File: src/rtl/fetch_unit.sv
// Instruction fetch stage: PC sequencing, one-entry skid buffer and
// registered output to decode, with redirect flush and HALT detection.
module fetch_unit (
    input  logic        clk,
    input  logic        rst_n,
    output logic        imem_req,
    output logic [15:0] imem_addr,
    input  logic        imem_ready,
    input  logic [15:0] imem_rdata,
    input  logic        stall,
    input  logic        redirect,
    input  logic [15:0] redirect_pc,
    output logic [15:0] instr,
    output logic        instr_valid,
    output logic [15:0] pc_out,
    output logic [15:0] pc_plus2,
    output logic        halted
);

    typedef enum logic {
        FETCH = 1'b0,
        HALT  = 1'b1
    } state_e;

    state_e      state_q, state_d;
    logic [15:0] pc_q, pc_d;
    logic        buf_valid_q, buf_valid_d;
    logic [15:0] buf_instr_q, buf_instr_d;
    logic [15:0] buf_pc_q, buf_pc_d;
    logic        out_valid_q, out_valid_d;
    logic [15:0] out_instr_q, out_instr_d;
    logic [15:0] out_pc_q, out_pc_d;
    logic        halted_q, halted_d;

    logic accept;
    logic consume;
    logic out_load_ok;

    assign imem_req    = rst_n && (state_q == FETCH) && !buf_valid_q;
    assign imem_addr   = pc_q;
    assign accept      = imem_req && imem_ready && !redirect;
    assign consume     = out_valid_q && !stall;
    assign out_load_ok = !out_valid_q || consume;

    assign instr       = out_instr_q;
    assign instr_valid = out_valid_q;
    assign pc_out      = out_pc_q;
    assign pc_plus2    = out_pc_q + 16'd2;
    assign halted      = halted_q;

    always_comb begin
        state_d     = state_q;
        pc_d        = pc_q;
        buf_valid_d = buf_valid_q;
        buf_instr_d = buf_instr_q;
        buf_pc_d    = buf_pc_q;
        out_valid_d = out_valid_q;
        out_instr_d = out_instr_q;
        out_pc_d    = out_pc_q;
        halted_d    = halted_q;

        if (redirect) begin
            state_d     = FETCH;
            pc_d        = redirect_pc;
            buf_valid_d = 1'b0;
            out_valid_d = 1'b0;
            halted_d    = 1'b0;
        end else begin
            // A full buffer implies no request, so buffer and response
            // never compete for the output register in the same cycle.
            if (out_load_ok) begin
                if (buf_valid_q) begin
                    out_valid_d = 1'b1;
                    out_instr_d = buf_instr_q;
                    out_pc_d    = buf_pc_q;
                    buf_valid_d = 1'b0;
                end else if (accept) begin
                    out_valid_d = 1'b1;
                    out_instr_d = imem_rdata;
                    out_pc_d    = pc_q;
                end else begin
                    out_valid_d = 1'b0;
                end
            end else if (accept) begin
                buf_valid_d = 1'b1;
                buf_instr_d = imem_rdata;
                buf_pc_d    = pc_q;
            end

            if (accept) begin
                pc_d = pc_q + 16'd2;
                if (imem_rdata[15:11] == 5'b00000) begin
                    state_d  = HALT;
                    halted_d = 1'b1;
                end
            end
        end
    end

    always_ff @(posedge clk or negedge rst_n) begin
        if (!rst_n) begin
            state_q     <= FETCH;
            pc_q        <= 16'h0000;
            buf_valid_q <= 1'b0;
            buf_instr_q <= 16'h0800;
            buf_pc_q    <= 16'h0000;
            out_valid_q <= 1'b0;
            out_instr_q <= 16'h0800;
            out_pc_q    <= 16'h0000;
            halted_q    <= 1'b0;
        end else begin
            state_q     <= state_d;
            pc_q        <= pc_d;
            buf_valid_q <= buf_valid_d;
            buf_instr_q <= buf_instr_d;
            buf_pc_q    <= buf_pc_d;
            out_valid_q <= out_valid_d;
            out_instr_q <= out_instr_d;
            out_pc_q    <= out_pc_d;
            halted_q    <= halted_d;
        end
    end

endmodule

File: config.mk
export PLATFORM = sky130hd
export DESIGN_NAME = fetch_unit
export DESIGN_NICKNAME = d
export VERILOG_FILES = /design/src/rtl/fetch_unit.sv
export SDC_FILE = /design/constraint.sdc
export NUM_CORES = 1
export LEC_CHECK = 0
export ABC_AREA = 1
export CELL_PAD_IN_SITES_DETAIL_PLACEMENT = 1
export CELL_PAD_IN_SITES_GLOBAL_PLACEMENT = 1
export CORE_AREA = 5 5 111 113
export CTS_CLUSTER_DIAMETER = 60
export DETAILED_ROUTE_END_ITERATION = 10
export DIE_AREA = 0 0 116 118
export HOLD_SLACK_MARGIN = 0.15
export PLACE_DENSITY = 0.82
export SETUP_SLACK_MARGIN = 0.02
export SKIP_CTS_REPAIR_TIMING = 1
export SLEW_MARGIN = 20
export SYNTH_ARGS = -nofsm -noshare
export SYNTH_HDL_FRONTEND = slang
export SYNTH_SLANG_ARGS = --single-unit
File: constraint.sdc
create_clock -name clk -period 3.1 [get_ports clk]
set_input_delay 0.31 -clock clk [delete_from_list [all_inputs] [get_ports clk]]
set_output_delay 0.31 -clock clk [all_outputs]
set_load 0.005 [all_outputs]
# --- After elaboration in Yosys (flattened, before gate mapping) ---
# Cells that the tools add are included.
word_totals:
  reg_bits: 83
  latch_bits: 0
  mem_bits_rw: 0
  romBits: 0
  inputBits: 37
  memories: 0
classes:
  n_addsub: 2
  n_mul: 0
  div: 0
  n_lt_le_gt_ge: 0
  eq_ne: 0
  shifts: 0
  mux: 16
  bitwise_logic: 3
  n_reduce_logical: 19
ops:
  columns: ["cell", "n"]
  rows:
  - ["16-bit two-way mux", 6]
  - ["16-bit by 2-bit adder with 16-bit output (second input constant)", 2]
  - ["1-bit two-way mux", 10]
  - ["2-bit nonzero test", 4]
  - ["3-bit AND reduction", 2]
  - ["1-bit logical AND", 5]
  - ["5-bit zero test", 1]
  - ["1-bit zero test", 4]
  - ["1-bit NOT", 3]
  - ["3-bit nonzero test", 1]
  - ["2-bit AND reduction", 1]
  - ["1-bit logical OR", 1]

# --- Depth between registers and ports, before layout ---
logic_depth:
  word_depth: 9
  mapped_depth: 9
  ltp_nobuf: 8

# --- Least setup slack after synthesis ---
# Ideal clock, no wire load.
synth_timing:
  path_kind: "register -> output"
  from: "register out_pc_q[1] (netlist: pc_out[1])"
  to: "output port pc_plus2[13]"
  arrival_ns: 1.325
  t_required_ns: 2.790
  path_slack_ns: 1.465
  path_stages_with_launch: 6
  path_buffers: 0
  path_cell_list: "dfrtp_1 -> ha_1 -> nand2_1 -> nor3_1 -> nand4_1 -> xor2_1"
synth_between:
  elab_chain_cells: 1
synth_lines:
  columns: ["element", "line", "text"]
  rows:
  - ["start, declared", "32", "logic [15:0] out_pc_q, out_pc_d;"]
  - ["start signal, assigned", "119", "out_pc_q <= out_pc_d;"]
  - ["16-bit by 2-bit adder with 16-bit output", "48", "assign pc_plus2 = out_pc_q + 16'd2;"]
  - ["end, declared", "16", "output logic [15:0] pc_plus2,"]
# No other way between the ends.

# --- Final worst setup path ---
layout_timing:
  from: "register out_pc_q[2] (netlist: pc_out[2])"
  to: "output port pc_plus2[15]"
# Same word-level chain as after synthesis.

==> out/qor.yml <==
floorplan:
  fp.dieW_um: 116
  coreArea_sq_um: 11200
  die_h_um: 118
  io_pins: 104
  initial_utilization: 0.373
  die_area_sq_um: 13700
  row_count: 39
run_status:
  outcome: "finished clean"
timing:
  fmax_mhz: 376
  final-hold-violation-count: 0
  slew_headroom: 0.553
  fin_skew_ns: 0.00846
  worst_slew_pin_slew_ns: 0.671
  setup_viol: 0
  min_period_ns: 2.66
  period_share: 0.857
  tns_ns: 0
  slew_viol_final: 0
  rsz0062_at_grt: "no"
  fin_ws_ns: 0.443
layout:
  layout-drive-gt1-share: 0.0481
  diodes: 0
  nets: 679
  fin_util: 0.500
  design_area_sq_um: 5610
  area_delta_synth_final_pct: 34.0
grt:
  grt_pass1_vias: 4119
  grt_use_total: 0.186
  antenna_found_initial: 0
  grt_pass1_wl_um: 20500
  gr-total-overflow: 0
  grt_max_degree: 67
critical_path:
  r2r_end: "buf_instr_q[12]"
  r2r_setup_slack_ns: 1.09
  crit_path_end_kind: "output port"
  r2r-start: "halted"
  r2r_cells: 7
  worstPathRequired_ns: 2.79
  crit_arrival_ns: 2.35
  path_max_fanout: 4
  critPathKind: "reg2out"
  start_kind: "register"
synth:
  ys_ff_latch: 83
  syn_avg_cell_area_sq_um: 7.71
  syn-cell-area_sq_um: 4190
  synth_fp_nets: 582
  synthCells: 543
  ys_types: 27
  yosysWarnings: 0
  seq_area_frac_synth: 0.496
routing:
  drt_iter0_markers: 149
  vias: 3916
  wl_per_cell_um: 15.4
  via_per_inst: 4.98
  postRouteAntennaNets: 0
  drtPass1Iterations: 4
  drc: 0
  wirelength_um: 12100
pwr:
  p_leak_uw: 0.00255
  peakVddDrop_mv: 0.285
  powerDensity_nw_per_um2: 590
min_path:
  hold_class: "reg2reg"
  min_path_cells: 2
  holdPathEnd: "instr[5]"
  min-delay-start: "instr[5]"
clock_tree:
  cts_sinks: 83
  clk_latency_ns: 0.34
  numCtsBuffers: 9
  cts_root_buf: "clkbuf_16"
  cts_buffer_depth: 2
  cts.clk_slew.worst_paths_ns: 0.06
  htree_levels: 3
  cts_tree: "built"
placement:
  pre_cts_slack_ns: 0.764
  gp_congestion: 0.815
  place_area_sq_um: 5300
  portBuffers: 103
  dp_hpwl_um: 9060
flow_run:
  drv_cap: 0
[state kept, by name (all words and copies together), names as in the netlist]
| register | count |
|---|---|
| halted | 1 |
| instr | 16 |
| buf_valid_q | 1 |
| instr_valid | 1 |
| pc_out | 16 |
| buf_pc_q | 16 |
| buf_instr_q | 16 |
| imem_addr | 16 |
[layout by cell type, fill, tap and decap left out]
master,instances
a21oi_1,2
buf_4,7
bufinv_16,1
clkbuf_1,1
clkbuf_16,9
clkbuf_8,3
clkdlybuf4s50_1,102
clkinv_2,1
dfrtp_1,80
dfrtp_2,1
dfstp_2,2
dlygate4sd3_1,1
ha_1,2
inv_1,53
inv_2,1
nand2_1,202
nand2_2,2
nand2_4,1
nand3_1,28
nand3_2,1
nand4_1,4
nor2_1,21
nor2_4,1
nor2_8,1
nor3_1,10
nor3b_1,1
o211ai_1,6
o21ai_0,42
o21ai_1,42
o21bai_1,1
o22ai_1,1
xor2_1,14
[layout make-up]
class / instances / area [sq um]
Inverter: 54 / 203
Sequential cell: 83 / 2080
Timing Repair Buffer: 110 / 1080
Fill cell: 1409 / 5610
Multi-Input combinational cell: 382 / 1760
Tap cell: 143 / 179
Clock inverter: 2 / 35.0
Clock buffer: 13 / 270
[worst max path at each step]
stage               from            to  slack, ns  depth (start not counted)
2_1_floorplan  pc_out[1]  pc_plus2[13]       1.46                          5
5_1_grt        pc_out[2]  pc_plus2[13]       0.18                          6
4_1_cts        pc_out[2]  pc_plus2[15]       0.40                          6
3_5_place_dp   pc_out[2]  pc_plus2[15]       0.76                          6
6_report       pc_out[2]  pc_plus2[15]       0.44                          6
3_3_place_gp   pc_out[2]  pc_plus2[13]       0.83                          6
[where the power goes]
part | internal [uW] | switching [uW] | leakage, uW
Sequential | 1270 | 150 | 0.00105
Combinational | 442 | 359 | 0.00135
Clock | 684 | 406 | 0.000152
Total | 2400 | 915 | 0.00255
[cells in the mapped netlist]
cell type,count,area (sq um)
o21ai_0,42,210
a21oi_1,2,10.0
clkbuf_1,5,18.8
o211ai_1,6,45.0
nor2_1,21,78.8
nand3_1,28,140
buf_6,3,33.8
o22ai_1,1,6.26
nand3_2,1,10.0
nor2_4,1,11.3
o21bai_1,1,7.51
dfstp_2,2,52.6
o21ai_1,42,210
ha_1,2,25.0
dfrtp_1,81,2030
xor2_1,14,123
nand2_1,202,758
nor2_8,1,20.0
nor3_1,10,50.1
nor3b_1,1,7.51
inv_1,53,199
nand2_2,2,12.5
buf_4,5,37.5
inv_2,1,3.75
nand4_1,4,25.0
buf_2,11,55.1
nand2_4,1,11.3
[worst max-delay path: stages (launching register included)]
cell and delay [ns]:
dfrtp_1 0.38, ha_1 0.23, nand2_1 0.09, nor3_1 0.44, nand3_1 0.17, xor2_1 0.19, clkdlybuf4s50_1 0.52
[logic make-up after synthesis]
family / synth area share
AND/OR/NAND/NOR: 0.269
AO/OA/AOI/OAI: 0.117
flip-flops: 0.496
buffers and inverters: 0.0830
XOR/XNOR: 0.0293
adder cells (fa/ha/maj): 0.00597
[stage by stage]
step                      power [uW]  hold slack [ns]  std cells
after global placement          2210            0.383        771
after CTS                       3360           0.0396        786
after detailed placement        2250            0.400        771
after global routing            3510            0.499        787
final                           3310            0.473        787
after floorplan                 1730           0.0144        543
[metal layers]
layer / share of wire / GRT usage / up-vias
met5: 0 / 0 / -
met4: 0.022 / 0.0674 / 0
met3: 0.041 / 0.0283 / 21
met2: 0.50 / 0.310 / 83
met1: 0.44 / 0.242 / 1895
li1: - / - / 1917
(Power assumes the default switching activity.)
